==> src/rtl/display_pkg.sv <==
// Frame buffer geometry, fill FSM encoding and rectangle command type
// shared by the display-side CPU accelerators.
package display_pkg;
  localparam int FB_W      = 320;
  localparam int FB_H      = 240;
  localparam int FB_ADDR_W = 17;
  localparam int COLOR_W   = 12;

  typedef enum logic [1:0] {IDLE, SETUP, FILL} fill_state_e;

  typedef struct packed {
    logic [8:0] x;
    logic [7:0] y;
    logic [8:0] w;
    logic [7:0] h;
  } rect_t;
endpackage

==> src/rtl/fb_rect_clip.sv <==
// Combinational clip of a rectangle to the frame buffer, with empty detect.
// Ends are exclusive; sums are 10 bits wide so large x+w never wraps.
module fb_rect_clip
  import display_pkg::*;
#(
  parameter int FB_W = display_pkg::FB_W,
  parameter int FB_H = display_pkg::FB_H
) (
  input  rect_t      rect,
  output logic [8:0] x_end,
  output logic [7:0] y_end,
  output logic       empty
);
  localparam logic [9:0] W10 = 10'(FB_W);
  localparam logic [9:0] H10 = 10'(FB_H);

  logic [9:0] x_sum, y_sum;

  assign x_sum = {1'b0, rect.x} + {1'b0, rect.w};
  assign y_sum = {2'b0, rect.y} + {2'b0, rect.h};
  assign x_end = (x_sum > W10) ? W10[8:0] : x_sum[8:0];
  assign y_end = (y_sum > H10) ? H10[7:0] : y_sum[7:0];
  assign empty = (rect.w == '0) || (rect.h == '0) ||
                 ({1'b0, rect.x} >= W10) || ({2'b0, rect.y} >= H10);
endmodule

==> src/rtl/fb_rect_fill.sv <==
// Rectangle fill engine: latches a command, clips it in SETUP, then streams
// one registered pixel write per granted cycle in row-major order.
module fb_rect_fill
  import display_pkg::*;
#(
  parameter int FB_W = display_pkg::FB_W,
  parameter int FB_H = display_pkg::FB_H
) (
  input  logic                 clk,
  input  logic                 reset_n,
  input  logic                 start,
  input  logic                 abort,
  input  logic [8:0]           rect_x,
  input  logic [7:0]           rect_y,
  input  logic [8:0]           rect_w,
  input  logic [7:0]           rect_h,
  input  logic [COLOR_W-1:0]   color,
  input  logic                 fb_grant,
  output logic                 fb_write,
  output logic [FB_ADDR_W-1:0] fb_addr,
  output logic [31:0]          fb_wdata,
  output logic                 busy,
  output logic                 done
);
  localparam logic [FB_ADDR_W-1:0] FBW_A = FB_ADDR_W'(FB_W);

  fill_state_e          state_q, state_d;
  rect_t                rect_q;
  logic [COLOR_W-1:0]   color_q;
  logic [8:0]           x_end, x_last_q, col_q;
  logic [7:0]           y_end, y_last_q, row_q;
  logic                 empty, last_col, last_px;
  logic [FB_ADDR_W-1:0] row_base_q, row_base0;

  fb_rect_clip #(.FB_W(FB_W), .FB_H(FB_H)) u_clip (
    .rect  (rect_q),
    .x_end (x_end),
    .y_end (y_end),
    .empty (empty)
  );

  // y*FB_W as a sum of shifted copies over the set bits of the constant
  always_comb begin
    row_base0 = '0;
    for (int i = 0; i < FB_ADDR_W; i++)
      if (FBW_A[i]) row_base0 = row_base0 + (FB_ADDR_W'(rect_q.y) << i);
  end

  assign last_col = (col_q == x_last_q);
  assign last_px  = last_col && (row_q == y_last_q);

  always_ff @(posedge clk or negedge reset_n)
    if (!reset_n) state_q <= IDLE;
    else          state_q <= state_d;

  always_comb begin
    state_d = state_q;
    case (state_q)
      IDLE:    if (start) state_d = SETUP;
      SETUP:   state_d = (abort || empty) ? IDLE : FILL;
      FILL:    if (abort || (fb_grant && last_px)) state_d = IDLE;
      default: state_d = IDLE;
    endcase
  end

  always_ff @(posedge clk or negedge reset_n) begin
    if (!reset_n) begin
      rect_q     <= '0;
      color_q    <= '0;
      x_last_q   <= '0;
      y_last_q   <= '0;
      col_q      <= '0;
      row_q      <= '0;
      row_base_q <= '0;
      fb_write   <= 1'b0;
      fb_addr    <= '0;
      fb_wdata   <= '0;
      busy       <= 1'b0;
      done       <= 1'b0;
    end else begin
      done <= 1'b0;
      case (state_q)
        IDLE: if (start) begin
          rect_q  <= '{x: rect_x, y: rect_y, w: rect_w, h: rect_h};
          color_q <= color;
          busy    <= 1'b1;
        end
        SETUP: begin
          if (abort) begin
            busy <= 1'b0;
          end else if (empty) begin
            busy <= 1'b0;
            done <= 1'b1;
          end else begin
            x_last_q   <= x_end - 9'd1;
            y_last_q   <= y_end - 8'd1;
            col_q      <= rect_q.x;
            row_q      <= rect_q.y;
            row_base_q <= row_base0;
            fb_addr    <= row_base0 + FB_ADDR_W'(rect_q.x);
            fb_wdata   <= {{(32-COLOR_W){1'b0}}, color_q};
            fb_write   <= 1'b1;
          end
        end
        FILL: begin
          // abort beats a completing grant: no done pulse on a cancelled fill
          if (abort) begin
            fb_write <= 1'b0;
            busy     <= 1'b0;
          end else if (fb_grant) begin
            if (last_px) begin
              fb_write <= 1'b0;
              busy     <= 1'b0;
              done     <= 1'b1;
            end else if (last_col) begin
              col_q      <= rect_q.x;
              row_q      <= row_q + 8'd1;
              row_base_q <= row_base_q + FBW_A;
              fb_addr    <= row_base_q + FBW_A + FB_ADDR_W'(rect_q.x);
            end else begin
              col_q   <= col_q + 9'd1;
              fb_addr <= fb_addr + 17'd1;
            end
          end
        end
        default: ;
      endcase
    end
  end
endmodule

==> config.mk <==
export PLATFORM = sky130hd
export DESIGN_NAME = fb_rect_fill
export DESIGN_NICKNAME = d
export VERILOG_FILES = /design/src/rtl/display_pkg.sv /design/src/rtl/fb_rect_clip.sv /design/src/rtl/fb_rect_fill.sv
export SDC_FILE = /design/constraint.sdc
export NUM_CORES = 1
export LEC_CHECK = 0
export ABC_AREA = 1
export CAP_MARGIN = 10
export CORE_MARGIN = 1.5
export CORE_UTILIZATION = 60
export CTS_CLUSTER_DIAMETER = 200
export DETAILED_ROUTE_END_ITERATION = 16
export DONT_BUFFER_PORTS = 1
export PLACE_DENSITY_LB_ADDON = 0.12
export SKIP_LAST_GASP = 1
export SLEW_MARGIN = 20
export SYNTH_ARGS = -nofsm -noshare
export SYNTH_HDL_FRONTEND = slang
export SYNTH_HIERARCHICAL = 1
export SYNTH_SLANG_ARGS = --single-unit
==> constraint.sdc <==
create_clock -name clk -period 7.4 [get_ports clk]
set_clock_uncertainty 0.1 [all_clocks]
set_input_delay 1.48 -clock clk [delete_from_list [all_inputs] [get_ports clk]]
set_output_delay 1.48 -clock clk [all_outputs]
set_load 0.05 [all_outputs]
==> impl_metrics.toml <==
[outcome]
outcome = "complete, no violations"

[min_path]
min_path_type = "register to register"
hp-start = "x_last_q[0]"
whs_path_depth = 2
min_to = "x_last_q[0]"

[critical_path]
critPathKind = "register to register"
crit_arrival_ns = 3.46
rr_endpoint = "x_last_q[8]"
cp-startpoint = "rect_q[8]"
required_ns = 7.59
critPathBufInv = 1
slowest_delay_ns = 0.42
worstReg2RegStart = "rect_q[8]"
critPathSlowestCell = "fa_1"
rrSetupSlack_ns = 4.12
crit_path_end_kind = "register"
crit_top_cell = "nand2_1"
reg2regPathDepth = 19
cpLargestDelayFamily = "simple AND/OR/NAND/NOR gates"
path_cells = "ha_1 > fa_1 > nand2_1 > nand2_2 > nand3_1 > nand2_1 > nand2_1 > nand2_1 > a21oi_1 > nand2_1 > nand2_2 > nor2_1 > inv_1 > ha_1 > nand2_1 > or3_1 > nor3_1 > xnor2_1 > o21ai_0"
worstPathMaxFanout = 6
critPathLaunchType = "register"

[floorplan]
die_area_sq_mm = 0.0153
ios = 103
die_y_um = 124
die_w_um = 124
rows = 43
core-area_sq_mm = 0.0140
initial_core_util_pct = 62.3

[synth]
synth_top_flop_cell = "dfrtp_1"
synth.avg_cell_area_sq_um = 7.19
synthCells = 1216
yosysWarnings = 6
yosys.area.top_type = "dfrtp_1"
synth.top_cells.by_area = "dfrtp_1 36%, nand2_1 17%, ha_1 5.7%, inv_1 5.5%, o21ai_0 4.8%"
ys_seq_area_share_pct = 35.8
synth_edf_count = 0
ys_ff_latch = 125
async_reset_ff_share_pct = 100
synth_cell_type_count = 50
netlist_area_sq_mm = 0.00874
yosysTopAreaCellShare_pct = 35.8

[routing]
num_vias = 7495
drt-total-wl_um = 19900
route.detailed.drc = 0
first_iter_violations = 496
dr.pass1.iters = 5
antenna_left = 0
avgViaCountPerCell = 5.36
post_drt_wl_per_cell_um = 14.2

[clock_tree]
cts_resized = 0
numCtsBuffers = 17
htreeDepth = 4
root_buffer = "clkbuf_16"
cts_sinks = 125
clk_latency_ns = 0.42
clk_pin_slew_ns = 0.06
clockBufferDepth = 2
cts_tree = "built"
hold_buffers = 0
post_cts_buffers = 0

[cells_and_area]
nNetsFinal = 1300
synthToLayoutAreaGrowth_pct = 5.97
layout-drive-gt1-share_pct = 7.55
num-fill-cells = 1264
layout_common_cells = "401 x nand2_1, 127 x inv_1, 125 x dfrtp_1"
antenna_cells = 0
final_common_cell = "nand2_1"

[timing]
holdWs_ns = 0.406
fmax_mhz = 305
min_period_over_period_pct = 44.3
tightestPinTransition_ns = 0.921
max-slew-margin-rel_pct = 38.5
slew_violations = 0
grt_setup_unrepaired = "no"
post-route-min-period_ns = 3.28
setup_violations = 0
fin_tns_setup_ns = 0
finalHoldViolCount = 0

[flow_run]
cap_violations = 0

[placement]
hpwl_um = 14500
port_buffers = 0
gp_congestion = 0.870

[global_route]
grt_max_degree = 126
globalRouteTotalUtil_pct = 27.4
grt_pass1_wl_um = 32700
grt_pass1_vias = 6794
antenna_found_initial = 0
grt.overflow.total = 0
[flip-flops by register name (all words and copies together), names as in the netlist]
signal	cells
busy	1
col_q	9
color_q	12
done	1
fb_addr	17
fb_wdata	12
fb_write	1
rect_q	34
row_base_q	11
row_q	8
state_q	2
x_last_q	9
y_last_q	8
[how the worst max path moves through the flow]
stage,endpoint,slack [ns],cells past startpoint
final,x_last_q[8],4.12,19
after global routing,x_last_q[8],3.88,19
after CTS,x_last_q[8],4.11,19
after detailed placement,color_q[2],3.96,3
after global placement,rect_q[24],4.03,3
after floorplan,x_last_q[8],4.38,19
[synthesized netlist by cell type, drive strengths merged, types with 14 or more instances]
master	n
nand2	418
inv	131
dfrtp	125
o21ai	107
nor2	95
nand3	75
ha	40
a21oi	35
buf	32
xnor2	28
nand4	26
xor2	21
clkbuf	20
nor3	14
[layer usage]
metal / wire [um] / track usage, % / vias to the layer above / share of wire [%]
li1: - / - / 3855 / -
met1: 9480 / 38.5 / 3455 / 48
met2: 9080 / 42.0 / 156 / 46
met3: 996 / 5.86 / 29 / 5.0
met4: 333 / 9.63 / 0 / 1.7
met5: 0 / 0 / - / 0
[through the flow]
| step | utilization (%) | setup WS, ns | std cells | instance area (sq um) |
|---|---|---|---|---|
| after floorplan | - | 4.38 | 1236 | 8820 |
| after global placement | 62.0 | 4.03 | 1366 | 8700 |
| after detailed placement | 62.0 | 3.96 | 1366 | 8700 |
| after CTS | 66.0 | 4.11 | 1398 | 9270 |
| after global routing | 66.0 | 3.88 | 1398 | 9270 |
| final | 66.0 | 4.12 | 1398 | 9270 |
[logic make-up after synthesis]
kind of cell,synth area share [%]
buf+inv,9.90
other cells,0.0429
xor+xnor,4.91
fa+ha+maj,6.64
flops,35.8
compound gates,10.8
simple gates,31.9
[worst register-to-register path: cells and delay by family, from the launching register on]
family / cells / cell delay (ns)
buffers and inverters: 1 / 0.07
and+or+nand+nor: 12 / 1.37
AOI/OAI and AO/OA: 2 / 0.20
xor gates and xnor gates: 1 / 0.14
DFF: 1 / 0.40
adders and majority gates: 3 / 0.87
[area by class of cell]
| class | count | area (sq um) | area share, % |
|---|---|---|---|
| flip-flops and latches | 125 | 3130 | 33.8 |
| inverters | 133 | 512 | 5.52 |
| repair buffers | 2 | 15.0 | 0.162 |
| multi-input cells | 926 | 4820 | 52.1 |
| clock buffers | 19 | 443 | 4.78 |
| clock inverters | 13 | 118 | 1.27 |
| well taps | 180 | 225 | 2.43 |
Power is not shown: default switching activity piles up to over one toggle a cycle in this logic, so the estimate is an artifact.
